--- src/rtl/apb_master.sv ---
// apb_master: single-command APB requester with an optional ACCESS-phase timeout.
// Commands arrive on a valid/ready port; completions return on a one-cycle response strobe.
module apb_master #(
  parameter int ADDR_W  = 32,
  parameter int DATA_W  = 32,
  parameter int TIMEOUT = 16
) (
  input  logic              PCLK,
  input  logic              PRESETn,
  input  logic              cmd_valid,
  output logic              cmd_ready,
  input  logic              cmd_write,
  input  logic [ADDR_W-1:0] cmd_addr,
  input  logic [DATA_W-1:0] cmd_wdata,
  output logic              rsp_valid,
  output logic [DATA_W-1:0] rsp_rdata,
  output logic              rsp_err,
  output logic              PSEL,
  output logic              PENABLE,
  output logic              PWRITE,
  output logic [ADDR_W-1:0] PADDR,
  output logic [DATA_W-1:0] PWDATA,
  input  logic [DATA_W-1:0] PRDATA,
  input  logic              PREADY,
  input  logic              PSLVERR
);
  localparam int CW = TIMEOUT > 0 ? $clog2(TIMEOUT + 1) : 1;
  typedef enum logic [1:0] {IDLE, SETUP, ACCESS} state_t;
  state_t            state_q, state_d;
  logic              psel_q, psel_d;
  logic              penable_q, penable_d;
  logic              pwrite_q, pwrite_d;
  logic [ADDR_W-1:0] paddr_q, paddr_d;
  logic [DATA_W-1:0] pwdata_q, pwdata_d;
  logic              rsp_valid_q, rsp_valid_d;
  logic              rsp_err_q, rsp_err_d;
  logic [DATA_W-1:0] rsp_rdata_q, rsp_rdata_d;
  logic [CW-1:0]     cnt_q, cnt_d;
  logic              expire;
  // expire marks the last permitted wait cycle; PREADY on that same edge still completes normally
  assign expire    = (TIMEOUT > 0) && (cnt_q == CW'(TIMEOUT - 1));
  assign cmd_ready = state_q == IDLE;
  assign PSEL      = psel_q;
  assign PENABLE   = penable_q;
  assign PWRITE    = pwrite_q;
  assign PADDR     = paddr_q;
  assign PWDATA    = pwdata_q;
  assign rsp_valid = rsp_valid_q;
  assign rsp_err   = rsp_err_q;
  assign rsp_rdata = rsp_rdata_q;
  always_comb begin
    state_d     = state_q;
    psel_d      = psel_q;
    penable_d   = penable_q;
    pwrite_d    = pwrite_q;
    paddr_d     = paddr_q;
    pwdata_d    = pwdata_q;
    rsp_valid_d = 1'b0;
    rsp_err_d   = rsp_err_q;
    rsp_rdata_d = rsp_rdata_q;
    cnt_d       = cnt_q;
    case (state_q)
      IDLE: if (cmd_valid) begin
        state_d   = SETUP;
        psel_d    = 1'b1;
        penable_d = 1'b0;
        paddr_d   = cmd_addr;
        pwrite_d  = cmd_write;
        pwdata_d  = cmd_wdata;
      end
      SETUP: begin
        state_d   = ACCESS;
        penable_d = 1'b1;
        cnt_d     = '0;
      end
      ACCESS: if (PREADY) begin
        state_d     = IDLE;
        psel_d      = 1'b0;
        penable_d   = 1'b0;
        rsp_valid_d = 1'b1;
        rsp_err_d   = PSLVERR;
        rsp_rdata_d = pwrite_q ? rsp_rdata_q : PRDATA;
      end else if (expire) begin
        state_d     = IDLE;
        psel_d      = 1'b0;
        penable_d   = 1'b0;
        rsp_valid_d = 1'b1;
        rsp_err_d   = 1'b1;
        rsp_rdata_d = '0;
      end else begin
        cnt_d = (&cnt_q) ? cnt_q : cnt_q + 1'b1;
      end
      default: state_d = IDLE;
    endcase
  end
  always_ff @(posedge PCLK or negedge PRESETn) begin
    if (!PRESETn) begin
      state_q     <= IDLE;
      psel_q      <= 1'b0;
      penable_q   <= 1'b0;
      pwrite_q    <= 1'b0;
      paddr_q     <= '0;
      pwdata_q    <= '0;
      rsp_valid_q <= 1'b0;
      rsp_err_q   <= 1'b0;
      rsp_rdata_q <= '0;
      cnt_q       <= '0;
    end else begin
      state_q     <= state_d;
      psel_q      <= psel_d;
      penable_q   <= penable_d;
      pwrite_q    <= pwrite_d;
      paddr_q     <= paddr_d;
      pwdata_q    <= pwdata_d;
      rsp_valid_q <= rsp_valid_d;
      rsp_err_q   <= rsp_err_d;
      rsp_rdata_q <= rsp_rdata_d;
      cnt_q       <= cnt_d;
    end
  end
endmodule

--- config.mk ---
export PLATFORM = sky130hd
export DESIGN_NAME = apb_master
export DESIGN_NICKNAME = d
export VERILOG_FILES = /design/src/rtl/apb_master.sv
export SDC_FILE = /design/constraint.sdc
export NUM_CORES = 1
export LEC_CHECK = 0
export CORE_MARGIN = 4
export CORE_UTILIZATION = 44
export CTS_CLUSTER_SIZE = 24
export DETAILED_ROUTE_END_ITERATION = 10
export PLACE_DENSITY = 0.85
export RECOVER_POWER = 25
export REMOVE_ABC_BUFFERS = 1
export SLEW_MARGIN = 20
export SYNTH_ARGS = -nofsm -noshare
export SYNTH_HDL_FRONTEND = slang
export SYNTH_SLANG_ARGS = --single-unit
export TNS_END_PERCENT = 1
--- constraint.sdc ---
create_clock -name PCLK -period 3.4 [get_ports PCLK]
set_input_delay 0.34 -clock PCLK [delete_from_list [all_inputs] [get_ports PCLK]]
set_output_delay 0.34 -clock PCLK [all_outputs]
set_load 0.03 [all_outputs]
==> summary.json, run 1 <==
{
  "hold_path": {
    "timing.hold.worst.start": "PADDR[1]",
    "worst_hold_endpoint": "PADDR[1]",
    "whs_path_depth": 1,
    "worst_hold_path_type": "flip-flop to flip-flop"
  },
  "synthesis": {
    "synth_top_family_by_area": "multiplexers",
    "yosys.area_share.adder_pct": 0.865,
    "yosys-mux-area-fraction_pct": 24.9,
    "synthXorXnorAreaFrac_pct": 0,
    "yosys_warnings": 0,
    "syn_area_per_cell_um2": 13.4,
    "synthesis.area_um2": 4340,
    "synth-simple-area-share_pct": 5.36,
    "ff_latch_count_synth": 108,
    "ys_types": 24,
    "yosysSeqAreaShare_pct": 62.2,
    "synthesis.instances": 323,
    "synth_compound_area_share_pct": 1.53
  },
  "layout": {
    "final_cell_count_no_fill": 658,
    "post_route_cells_drive_above_1_share_pct": 16.3,
    "antenna-diode-count": 0,
    "num-nets-final": 630,
    "layout.core_utilization_pct": 70.6,
    "layout.area.seq_um2": 2700,
    "layout-area-overhead-vs-synth_pct": 53.2,
    "fin_area_um2": 6650,
    "fillCellCount": 687,
    "multiInputGateArea_um2": 1430
  },
  "setup_path": {
    "crit_start": "cnt_q[0]",
    "critPathMostFrequentCell": "sky130_fd_sc_hd__ha_1",
    "r2r-end": "rsp_rdata[2]",
    "startpoint_type": "flip-flop",
    "timing_worst_setup_path_type": "flip-flop to flip-flop",
    "reg2reg_setup_slack_ps": 990,
    "critical_path.n_buffers_inverters": 0,
    "worstReg2RegStart": "cnt_q[0]",
    "crit_path_end_kind": "flip-flop",
    "worstPathMaxFanout": 32,
    "critical_path.slowest_cell": "sky130_fd_sc_hd__a211o_2",
    "timing.critical_path.required_ps": 3660,
    "critical_path_arrival_ps": 2670,
    "critPathMaxStageDelay_ps": 740,
    "crit_path_cell_trace": "ha_1 > and3_1 > ha_1 > nor2_1 > a211o_2 > mux2i_1",
    "worst_r2r_path_depth": 6,
    "cp_top_family": "compound AO/OA/AOI/OAI gates"
  },
  "clock_network": {
    "worst_skew_late_latency_ps": 360,
    "numClockSinks": 108,
    "cts-htree-levels": 3,
    "cts_root_buf": "sky130_fd_sc_hd__clkbuf_8",
    "clk_path_buf_depth": 2,
    "cts_tree": "done",
    "cts.repair_timing.setup_buffer_count": 0,
    "cts_buffers": 9,
    "worst_setup_hold_path_clk_slew_ps": 90,
    "count_of_hold_fix_buffers_inserted_at_cts": 0,
    "cts_repair_resize_count": 0
  },
  "floorplanning": {
    "initial_standard_cell_utilization_of_the_core_pct": 46.1,
    "dieWidth_um": 107,
    "ioPinCount": 204,
    "floorplan.die_area_um2": 11500,
    "core_area_um2": 9420,
    "core.rowCount": 35,
    "die_height_um": 107
  },
  "timing": {
    "max_freq_mhz": 415,
    "max-slew-margin-rel_pct": -78.6,
    "finalSetupViolCount": 0,
    "report.final.hold_viol_count": 0,
    "rsz0062_at_grt": "no",
    "tightest_slew_ps": 2680,
    "fin_skew_ps": 13.2,
    "final_critical_path_share_of_the_clock_period_pct": 70.9,
    "period_needed_ps": 2410,
    "fin_worst_hold_slack_ps": 511,
    "slew_violations": 50,
    "layout_setup_ws_ps": 988
  },
  "outcome": {
    "run_status": "finished with violations",
    "failed_checks": "capacitance limit, slew limit"
  },
  "global_routing": {
    "grtUsageTotal_pct": 19.1,
    "grt_antenna_before_repair": 0,
    "grt_start_max_net_pins": 67,
    "grt_pass1_wl_um": 17400,
    "grt_pass1_vias": 3423,
    "grt_overflow": 0
  },
  "drt": {
    "drt-vias-per-instance": 4.75,
    "vias": 3125,
    "drt.antenna.violating_nets": 0,
    "detail_route.iter0.violations": 91,
    "routed_wire_length_per_instance_um": 16.4,
    "dr.pass1.iters": 4,
    "drcViolationCount": 0,
    "wirelength_um": 10800
  },
  "power_and_ir_drop": {
    "ir_drop_uv": 653,
    "power_leakage_uw": 0.00301,
    "p_per_area_nw_per_um2": 974
  },
  "job": {
    "cap_viol_max_count": 1
  },
  "place": {
    "placedCellCount": 643,
    "portBuffers": 203,
    "place_worst_setup_slack_ps": 1020,
    "place.gp.congestion": 0.739,
    "cell_area_after_placement_um2": 6490,
    "hpwlAfterDp_um": 8180
  }
}
final cells by class:
| class | count | share of cell area (%) |
|---|---|---|
| sequential | 108 | 40.6 |
| timing repair buffer | 206 | 31.0 |
| multi-input combinational | 165 | 21.5 |
| tap | 129 | 2.43 |
| inverter | 35 | 1.98 |
| clock buffer | 10 | 1.92 |
| clock inverter | 5 | 0.583 |
worst max path at each step:
stage	to	slack, ps	depth (start not counted)
floorplan	PADDR[0]	-510	3
global placement	rsp_rdata[4]	1150	6
detailed placement	rsp_rdata[2]	1020	6
CTS	rsp_rdata[2]	970	6
global route	PADDR[30]	460	1
finish	rsp_rdata[2]	990	6
power by group:
group	internal (uW)	switching [uW]	leakage [uW]
logic	1630	1930	0.00162
registers	1890	336	0.00131
clock network	267	421	0.0000827
total	3780	2690	0.00301
cells in the mapped netlist (all sizes together):
master / number / area share, %
clkbuf: 3 / 0.26
o32a: 1 / 0.23
nand3: 3 / 0.35
dfrtp: 108 / 62
nor2: 5 / 0.49
a211o: 1 / 0.20
or3: 1 / 0.14
and2: 1 / 0.14
inv: 35 / 3.0
nand2: 36 / 3.1
ha: 3 / 0.86
a21oi: 2 / 0.23
mux2: 65 / 17
o41ai: 1 / 0.20
nand2b: 3 / 0.43
o311ai: 1 / 0.20
buf: 12 / 1.8
or4b: 2 / 0.55
mux2i: 35 / 8.1
and3: 1 / 0.14
o21ai: 4 / 0.46
routing by layer:
metal  share of wire, %  vias up  track usage, %  routed length (um)
li1                   -     1469               -                   -
met1                 40     1505            22.8                4280
met2                 48      139            32.0                5190
met3                 11       12            7.62                1200
met4                1.2        0            5.23                 133
met5                  0        -               0                   0
cell families (layout without fill, tap and decap cells):
logic type      after synthesis  in the layout
compound gates               10             10
fa+ha+maj                     3              3
buf+inv                      50            256
flops                       108            108
mux                         100            100
simple gates                 52             52
sequential cells by signal (all words and copies together), names as in the netlist:
register,flops
PADDR,32
PWDATA,32
rsp_rdata,32
cnt_q,5
state_q,2
PENABLE,1
PSEL,1
PWRITE,1
rsp_err,1
rsp_valid,1
through the flow:
stage / TNS, ps / power [uW]
detailed placement: 0 / 5850
CTS: 0 / 6560
global placement: 0 / 5750
floorplan: -33760 / 4250
global route: 0 / 6840
finish: 0 / 6470
cells in the final DEF, fill, tap and decap left out, types with 2 or more instances in the layout:
master,Yosys,final
sky130_fd_sc_hd__clkbuf_8,0,9
sky130_fd_sc_hd__a21oi_1,2,2
sky130_fd_sc_hd__buf_4,7,2
sky130_fd_sc_hd__nor2_1,4,3
sky130_fd_sc_hd__nand3_1,3,3
sky130_fd_sc_hd__dfrtp_1,108,108
sky130_fd_sc_hd__clkinv_4,0,2
sky130_fd_sc_hd__mux2i_1,35,35
sky130_fd_sc_hd__nand2_1,36,36
sky130_fd_sc_hd__clkbuf_1,3,2
sky130_fd_sc_hd__mux2_2,65,65
sky130_fd_sc_hd__o21ai_0,4,4
sky130_fd_sc_hd__nand2b_1,3,3
sky130_fd_sc_hd__clkdlybuf4s50_1,0,202
sky130_fd_sc_hd__ha_1,3,3
sky130_fd_sc_hd__inv_1,35,35
Note: power is estimated with default switching activity, not from simulation.
==> run 2, diff against run 1 <==
--- a/config.mk
+++ b/config.mk
@@ -6,10 +6,10 @@
 export NUM_CORES = 1
 export LEC_CHECK = 0
 export CORE_MARGIN = 4
-export CORE_UTILIZATION = 44
+export CORE_UTILIZATION = 41
 export CTS_CLUSTER_SIZE = 24
 export DETAILED_ROUTE_END_ITERATION = 10
-export PLACE_DENSITY = 0.85
+export PLACE_DENSITY = 0.8
 export RECOVER_POWER = 25
 export REMOVE_ABC_BUFFERS = 1
 export SLEW_MARGIN = 20
==> constraint.sdc (replaced) <==
create_clock -name PCLK -period 2.43 [get_ports PCLK]
set_input_delay 0.243 -clock PCLK [delete_from_list [all_inputs] [get_ports PCLK]]
set_output_delay 0.243 -clock PCLK [all_outputs]
set_load 0.03 [all_outputs]
==> run 2 against run 1 <==
Net effect: the flow now finishes without violations; die area is 6.8% higher; design area up 1.7%; total power rose by 44%; highest routed layer unchanged; clock skew fell by 6.1 ps; non-clock buffer count is 4 higher; largest power group unchanged; register-to-register slack lost 680 ps.
==> summary.json, run 2 (synthesis results as in run 1) <==
{
  "outcome": {
    "run_status": "complete, no violations"
  },
  "layout": {
    "mostFrequentLayoutCells": "202 x sky130_fd_sc_hd__clkdlybuf4s50_1, 108 x sky130_fd_sc_hd__dfrtp_1, 65 x sky130_fd_sc_hd__mux2_2, 36 x sky130_fd_sc_hd__nand2_1",
    "antenna-diode-count": {"value": 0, "change": "unchanged"},
    "layout.core_utilization": {"value": 65.5, "unit": "%", "change": "-5.1 points"},
    "num-nets-final": {"value": 634, "change": "+0.63%"},
    "fin_area": {"value": 6760, "unit": "um^2", "change": "+1.7%"},
    "layout-area-overhead-vs-synth_pct": 55.7,
    "post_route_cells_drive_above_1_share": {"value": 16.9, "unit": "%", "change": "+0.63 points"},
    "mostFrequentLayoutCell": "sky130_fd_sc_hd__clkdlybuf4s50_1"
  },
  "global_routing": {
    "grtUsageTotal": {"value": 18.1, "unit": "%", "change": "-0.99 points"},
    "grt_overflow": {"value": 0, "change": "unchanged"},
    "grt_pass1_vias": {"value": 3466, "change": "+1.3%"},
    "grt_antenna_before_repair": {"value": 0, "change": "unchanged"},
    "grt_start_max_net_pins": {"value": 58, "change": "-13%"},
    "grt_pass1_wl": {"value": 17900, "unit": "um", "change": "+2.7%"}
  },
  "floorplanning": {
    "ioPinCount": {"value": 204, "change": "unchanged"},
    "core.rowCount": {"value": 37, "change": "+5.7%"},
    "die_height": {"value": 111, "unit": "um", "change": "+3.3%"},
    "initial_standard_cell_utilization_of_the_core": {"value": 42.1, "unit": "%", "change": "-4.1 points"},
    "dieWidth": {"value": 111, "unit": "um", "change": "+3.3%"},
    "floorplan.die_area": {"value": 12300, "unit": "um^2", "change": "+6.8%"},
    "core_area": {"value": 10300, "unit": "um^2", "change": "+9.6%"}
  },
  "timing": {
    "max-slew-margin-rel": {"value": 27.8, "unit": "%", "change": "+110 points"},
    "rsz0062_at_grt": "no",
    "max_freq": {"value": 472, "unit": "MHz", "change": "+14%"},
    "finalSetupViolCount": {"value": 0, "change": "unchanged"},
    "fin_skew": {"value": 7.16, "unit": "ps", "change": "-6.06 ps"},
    "period_needed": {"value": 2120, "unit": "ps", "change": "-292 ps"},
    "tightest_slew": {"value": 1080, "unit": "ps", "change": "-1600 ps"},
    "report.final.hold_viol_count": {"value": 0, "change": "unchanged"},
    "slew_violations": {"value": 0, "change": "-100%"},
    "final_critical_path_share_of_the_clock_period": {"value": 87.2, "unit": "%", "change": "+16 points"}
  },
  "power_and_ir_drop": {
    "ir_drop": {"value": 674, "unit": "uV", "change": "+3.3%"},
    "p_per_area": {"value": 1380, "unit": "nW/um^2", "change": "+42%"},
    "power_leakage": {"value": 0.00307, "unit": "uW", "change": "+1.8%"},
    "fin_total_pwr": {"value": 9330, "unit": "uW", "change": "+44%"}
  },
  "clock_network": {
    "cts_root_buf": "sky130_fd_sc_hd__clkbuf_8",
    "worst_skew_late_latency": {"value": 350, "unit": "ps", "change": "about the same"},
    "numClockSinks": {"value": 108, "change": "unchanged"},
    "cts-htree-levels": {"value": 3, "change": "unchanged"},
    "worst_setup_hold_path_clk_slew": {"value": 100, "unit": "ps", "change": "about the same"},
    "cts_buffers": {"value": 9, "change": "unchanged"},
    "clk_path_buf_depth": {"value": 2, "change": "unchanged"},
    "cts_tree": "done",
    "cts_repair_resize_count": {"value": 0, "change": "unchanged"}
  },
  "setup_path": {
    "crit_path_cell_trace": "ha_1 > and3_1 > ha_1 > nor2_1 > a211o_2 > buf_12 > mux2i_1",
    "crit_path_end_kind": "flip-flop",
    "cp_top_family": "simple AND/OR/NAND/NOR gates",
    "critical_path_arrival": {"value": 2390, "unit": "ps", "change": "-280 ps"},
    "timing.critical_path.required": {"value": 2700, "unit": "ps", "change": "-960 ps"},
    "critical_path.slowest_cell": "sky130_fd_sc_hd__dfrtp_1",
    "timing_worst_setup_path_type": "flip-flop to flip-flop",
    "crit_start": "cnt_q[0]",
    "worstPathMaxFanout": {"value": 30, "change": "-6.3%"},
    "worstReg2RegStart": "cnt_q[0]",
    "startpoint_type": "flip-flop",
    "critPathMaxStageDelay": {"value": 420, "unit": "ps", "change": "-320 ps"},
    "critPathMostFrequentCell": "sky130_fd_sc_hd__ha_1",
    "critical_path.n_buffers_inverters": {"value": 1, "change": "+1"}
  },
  "drt": {
    "wirelength": {"value": 10900, "unit": "um", "change": "+1.2%"},
    "detail_route.iter0.violations": {"value": 113, "change": "+24%"},
    "drt.antenna.violating_nets": {"value": 0, "change": "unchanged"},
    "drt-vias-per-instance": {"value": 4.77, "change": "+0.46%"},
    "drcViolationCount": {"value": 0, "change": "unchanged"},
    "dr.pass1.iters": {"value": 4, "change": "unchanged"},
    "routed_wire_length_per_instance": {"value": 16.3, "unit": "um", "change": "-0.47%"},
    "vias": {"value": 3192, "change": "+2.1%"}
  },
  "place": {
    "place.gp.congestion": {"value": 0.805, "change": "+9.0%"},
    "hpwlAfterDp": {"value": 8170, "unit": "um", "change": "-0.12%"},
    "cell_area_after_placement": {"value": 6530, "unit": "um^2", "change": "+0.67%"},
    "portBuffers": {"value": 203, "change": "unchanged"}
  },
  "hold_path": {
    "timing.hold.worst.start": "PRDATA[19]",
    "worst_hold_path_type": "input pin to flip-flop"
  },
  "job": {
    "cap_viol_max_count": {"value": 0, "change": "-1"}
  }
}
[run 2: cell types whose count changed in the layout (fill, tap and decap cells not counted), sizes merged]
cell,before,now
bufinv,0,2
dlygate4sd3,0,1
clkbuf,11,12
buf,3,6
clkinv,3,1
inv,36,35
[run 2: path summary, 6_finish.rpt]
path | depth (start not counted) | end | slack [ps]
max in group asynchronous | 3 | PWDATA[24] | 750
max | 7 | rsp_rdata[5] | 310
min in group asynchronous | 2 | rsp_rdata[27] | 620
max reg2reg | 7 | rsp_rdata[5] | 310
min | 3 | rsp_rdata[19] | 440
min reg2reg | 1 | cnt_q[3] | 500
[run 2: layer usage]
| layer | GRT usage [%] | vias up | wire (um) |
|---|---|---|---|
| met1 | 20.5 | 1574 | 4330 |
| met4 | 5.34 | 0 | 139 |
| met2 | 32.6 | 122 | 5610 |
| li1 | - | 1484 | - |
| met3 | 5.62 | 12 | 861 |
| met5 | 0 | - | 0 |
[run 2: worst min-delay path, delay by kind of cell]
| kind | cells | cell delay (ps) |
|---|---|---|
| muxes | 1 | 50 |
| and+or+nand+nor | 1 | 60 |
| buffers and inverters | 1 | 390 |
[run 2: layout make-up]
class                   instances  area, um^2
inverters                      35         131
clock buffers                  11         151
fillers                       797        3560
well taps                     136         170
multi-input cells             165        1430
flip-flops and latches        108        2700
clock inverters                 4        72.6
repair buffers                210        2110
[run 2: per-stage QoR]
step                      setup TNS, ps  setup WS [ps]  hold slack [ps]  std cells
final                                 0            310              437        669
after global routing                  0            128              431        669
after CTS                             0            261              296        669
after detailed placement              0            322              137        653
after global placement                0            397              127        653
after floorplan                  -99560          -1480            -52.6        308
[run 2: repair_timing]
action                    CTS  global route
hold endpoints to repair   16             0
hold buffers                1             0
buffers inserted            0             0
[run 2: where the power goes]
part / switching (uW) / internal [uW] / total [uW]
logic: 2710 / 2290 / 5000
clock network: 578 / 630 / 1210
registers: 475 / 2640 / 3120
total: 3760 / 5570 / 9330
==> run 3, diff against run 2 <==
--- a/config.mk
+++ b/config.mk
@@ -5,11 +5,14 @@
 export SDC_FILE = /design/constraint.sdc
 export NUM_CORES = 1
 export LEC_CHECK = 0
+export CELL_PAD_IN_SITES_DETAIL_PLACEMENT = 0
+export CELL_PAD_IN_SITES_GLOBAL_PLACEMENT = 2
 export CORE_MARGIN = 4
-export CORE_UTILIZATION = 41
+export CORE_UTILIZATION = 25
 export CTS_CLUSTER_SIZE = 24
 export DETAILED_ROUTE_END_ITERATION = 10
-export PLACE_DENSITY = 0.8
+export GPL_ROUTABILITY_DRIVEN = 0
+export PLACE_DENSITY_LB_ADDON = 0.1
 export RECOVER_POWER = 25
 export REMOVE_ABC_BUFFERS = 1
 export SLEW_MARGIN = 20
==> run 3 against run 2 <==
Net effect: core utilization is 24 points lower; highest routed layer unchanged; sequential share of layout area is 0.85 points lower; largest power group unchanged; maximum frequency fell by 1.1%; critical path depth decreased by 3; non-clock buffer count rose by 2; total power up 1.8%; design area up 2.2%; register-to-register slack got worse by 20 ps; first-iteration DRC count is 14% lower; final cell count up 13%; setup slack got worse by 24 ps.
==> summary.json, run 3 (synthesis results as in run 1) <==
{
  "power_and_ir_drop": {
    "ir_drop": {"value": 817, "unit": "uV", "change": "+21%"},
    "fin_total_pwr": {"value": 9490, "unit": "uW", "change": "+1.8%"},
    "p_per_area": {"value": 1370, "unit": "nW/um^2", "change": "-0.40%"},
    "power_leakage": {"value": 0.00308, "unit": "uW", "change": "+0.44%"}
  },
  "setup_path": {
    "startpoint_type": "flip-flop",
    "crit_path_end_kind": "flip-flop",
    "timing.critical_path.required": {"value": 2660, "unit": "ps", "change": "-40 ps"},
    "timing_worst_setup_path_type": "flip-flop to flip-flop",
    "worstReg2RegStart": "state_q[1]",
    "critical_path_arrival": {"value": 2370, "unit": "ps", "change": "-20 ps"},
    "worst_r2r_path_depth": {"value": 4, "change": "-3"},
    "reg2reg_setup_slack": {"value": 290, "unit": "ps", "change": "-20 ps"},
    "crit_start": "state_q[1]",
    "timing.critical_path.to": "PADDR[3]",
    "worstPathMaxFanout": {"value": 34, "change": "+13%"},
    "r2r-end": "PADDR[3]"
  },
  "drt": {
    "vias": {"value": 3134, "change": "-1.8%"},
    "routed_wire_length_per_instance": {"value": 16.0, "unit": "um", "change": "-2.3%"},
    "drt-vias-per-instance": {"value": 4.16, "change": "-13%"},
    "dr.pass1.iters": {"value": 4, "change": "unchanged"},
    "drt.antenna.violating_nets": {"value": 0, "change": "unchanged"},
    "wirelength": {"value": 12000, "unit": "um", "change": "+10%"},
    "drcViolationCount": {"value": 0, "change": "unchanged"},
    "detail_route.iter0.violations": {"value": 97, "change": "-14%"}
  },
  "clock_network": {
    "numClockSinks": {"value": 108, "change": "unchanged"},
    "cts_buffers": {"value": 9, "change": "unchanged"},
    "worst_setup_hold_path_clk_slew": {"value": 70, "unit": "ps", "change": "-30 ps"},
    "cts_repair_resize_count": {"value": 0, "change": "unchanged"},
    "cts_tree": "done",
    "clk_path_buf_depth": {"value": 2, "change": "unchanged"},
    "cts-htree-levels": {"value": 3, "change": "unchanged"},
    "worst_skew_late_latency": {"value": 340, "unit": "ps", "change": "about the same"},
    "cts_root_buf": "sky130_fd_sc_hd__clkbuf_16"
  },
  "timing": {
    "report.final.hold_viol_count": {"value": 0, "change": "unchanged"},
    "finalSetupViolCount": {"value": 0, "change": "unchanged"},
    "fin_skew": {"value": 8.46, "unit": "ps", "change": "+1.30 ps"},
    "tightest_slew": {"value": 1080, "unit": "ps", "change": "-2.55 ps"},
    "final_critical_path_share_of_the_clock_period": {"value": 88.2, "unit": "%", "change": "+0.97 points"},
    "period_needed": {"value": 2140, "unit": "ps", "change": "+23.7 ps"},
    "fin_worst_hold_slack": {"value": 419, "unit": "ps", "change": "-18.1 ps"},
    "max_freq": {"value": 466, "unit": "MHz", "change": "-1.1%"},
    "rsz0062_at_grt": "no",
    "slew_violations": {"value": 0, "change": "unchanged"},
    "final.setup.tns": {"value": 0, "unit": "ps", "change": "unchanged"},
    "max-slew-margin-rel": {"value": 28.0, "unit": "%", "change": "+0.17 points"}
  },
  "layout": {
    "post_route_cells_drive_above_1_share": {"value": 16.3, "unit": "%", "change": "-0.56 points"},
    "antenna-diode-count": {"value": 0, "change": "unchanged"},
    "fin_area": {"value": 6910, "unit": "um^2", "change": "+2.2%"},
    "layout.core_utilization": {"value": 41.1, "unit": "%", "change": "-24 points"},
    "mostFrequentLayoutCell": "sky130_fd_sc_hd__clkdlybuf4s50_1",
    "mostFrequentLayoutCells": "202 x sky130_fd_sc_hd__clkdlybuf4s50_1, 108 x sky130_fd_sc_hd__dfrtp_1, 65 x sky130_fd_sc_hd__mux2_2, 36 x sky130_fd_sc_hd__nand2_1",
    "num-nets-final": {"value": 636, "change": "+0.32%"},
    "layout-area-overhead-vs-synth_pct": 59.1
  },
  "job": {
    "cap_viol_max_count": {"value": 0, "change": "unchanged"}
  },
  "global_routing": {
    "grt_overflow": {"value": 0, "change": "unchanged"},
    "grt_pass1_wl": {"value": 19100, "unit": "um", "change": "+6.9%"},
    "grt_antenna_before_repair": {"value": 0, "change": "unchanged"},
    "grt_pass1_vias": {"value": 3448, "change": "-0.52%"},
    "grtUsageMet2": {"value": 18.0, "unit": "%", "change": "-15 points"},
    "grt_start_max_net_pins": {"value": 58, "change": "unchanged"},
    "grt_util_met1": {"value": 15.3, "unit": "%", "change": "-5.2 points"},
    "grt_use_met3": {"value": 8.20, "unit": "%", "change": "+2.6 points"},
    "busiest_layer": "met2",
    "grtUsageTotal": {"value": 12.3, "unit": "%", "change": "-5.8 points"}
  },
  "place": {
    "portBuffers": {"value": 203, "change": "unchanged"},
    "cell_area_after_placement": {"value": 6680, "unit": "um^2", "change": "+2.2%"},
    "hpwlAfterDp": {"value": 8640, "unit": "um", "change": "+5.6%"}
  },
  "floorplanning": {
    "floorplan.die_area": {"value": 19500, "unit": "um^2", "change": "+59%"},
    "core.rowCount": {"value": 47, "change": "+27%"},
    "dieWidth": {"value": 140, "unit": "um", "change": "+26%"},
    "initial_standard_cell_utilization_of_the_core": {"value": 25.8, "unit": "%", "change": "-16 points"},
    "die_height": {"value": 140, "unit": "um", "change": "+26%"},
    "ioPinCount": {"value": 204, "change": "unchanged"},
    "core_area": {"value": 16800, "unit": "um^2", "change": "+63%"}
  },
  "hold_path": {
    "worst_hold_path_type": "input pin to async pin"
  },
  "outcome": {
    "run_status": "complete, no violations"
  }
}
run 3: stage by stage:
step / std cells / setup slack (ps)
final: 753 / 286
after detailed placement: 739 / 359
after CTS: 753 / 364
after global routing: 753 / 163
after global placement: 739 / 389
after floorplan: 308 / -1480
run 3: how the worst min path moves through the flow:
stage                     depth (start not counted)             to        from  slack [ps]
final                                             2  rsp_rdata[25]     PRESETn         420
after CTS                                         2  rsp_rdata[25]     PRESETn         270
after floorplan                                   0       PADDR[0]     PRESETn         -50
after detailed placement                          1  rsp_rdata[25]     PRESETn         100
after global placement                            1  rsp_rdata[25]     PRESETn         100
after global routing                              3  rsp_rdata[12]  PRDATA[12]         430
run 3: worst max-delay path: stages, from the launching register on:
cell and delay, ps:
sky130_fd_sc_hd__dfrtp_1 450, sky130_fd_sc_hd__nand2b_1 210, sky130_fd_sc_hd__nor2_1 670, sky130_fd_sc_hd__buf_12 300, sky130_fd_sc_hd__mux2_2 370
run 3: cell type report:
class,count,area [um^2]
Fill cell,1632,9910
Sequential cell,108,2700
Timing Repair Buffer,212,2130
Multi-Input combinational cell,165,1420
Tap cell,220,275
Clock buffer,11,233
Inverter,35,131
Clock inverter,2,15.0
run 3: repair_timing:
| item | in CTS | in global routing |
|---|---|---|
| hold endpoints to repair | 9 | 0 |
| hold buffers | 1 | 0 |
| buffers inserted | 0 | 0 |
| endpoints found under the setup margin | 0 | 0 |
run 3: per-layer routing:
layer,routed length (um),share of wire (%)
met5,0,0
met4,89,0.74
met3,1530,13
met2,5250,44
met1,5160,43
run 3: power by group:
part	internal [uW]	switching (uW)
Clock	680	640
Sequential	2650	459
Combinational	2330	2740
Total	5660	3840
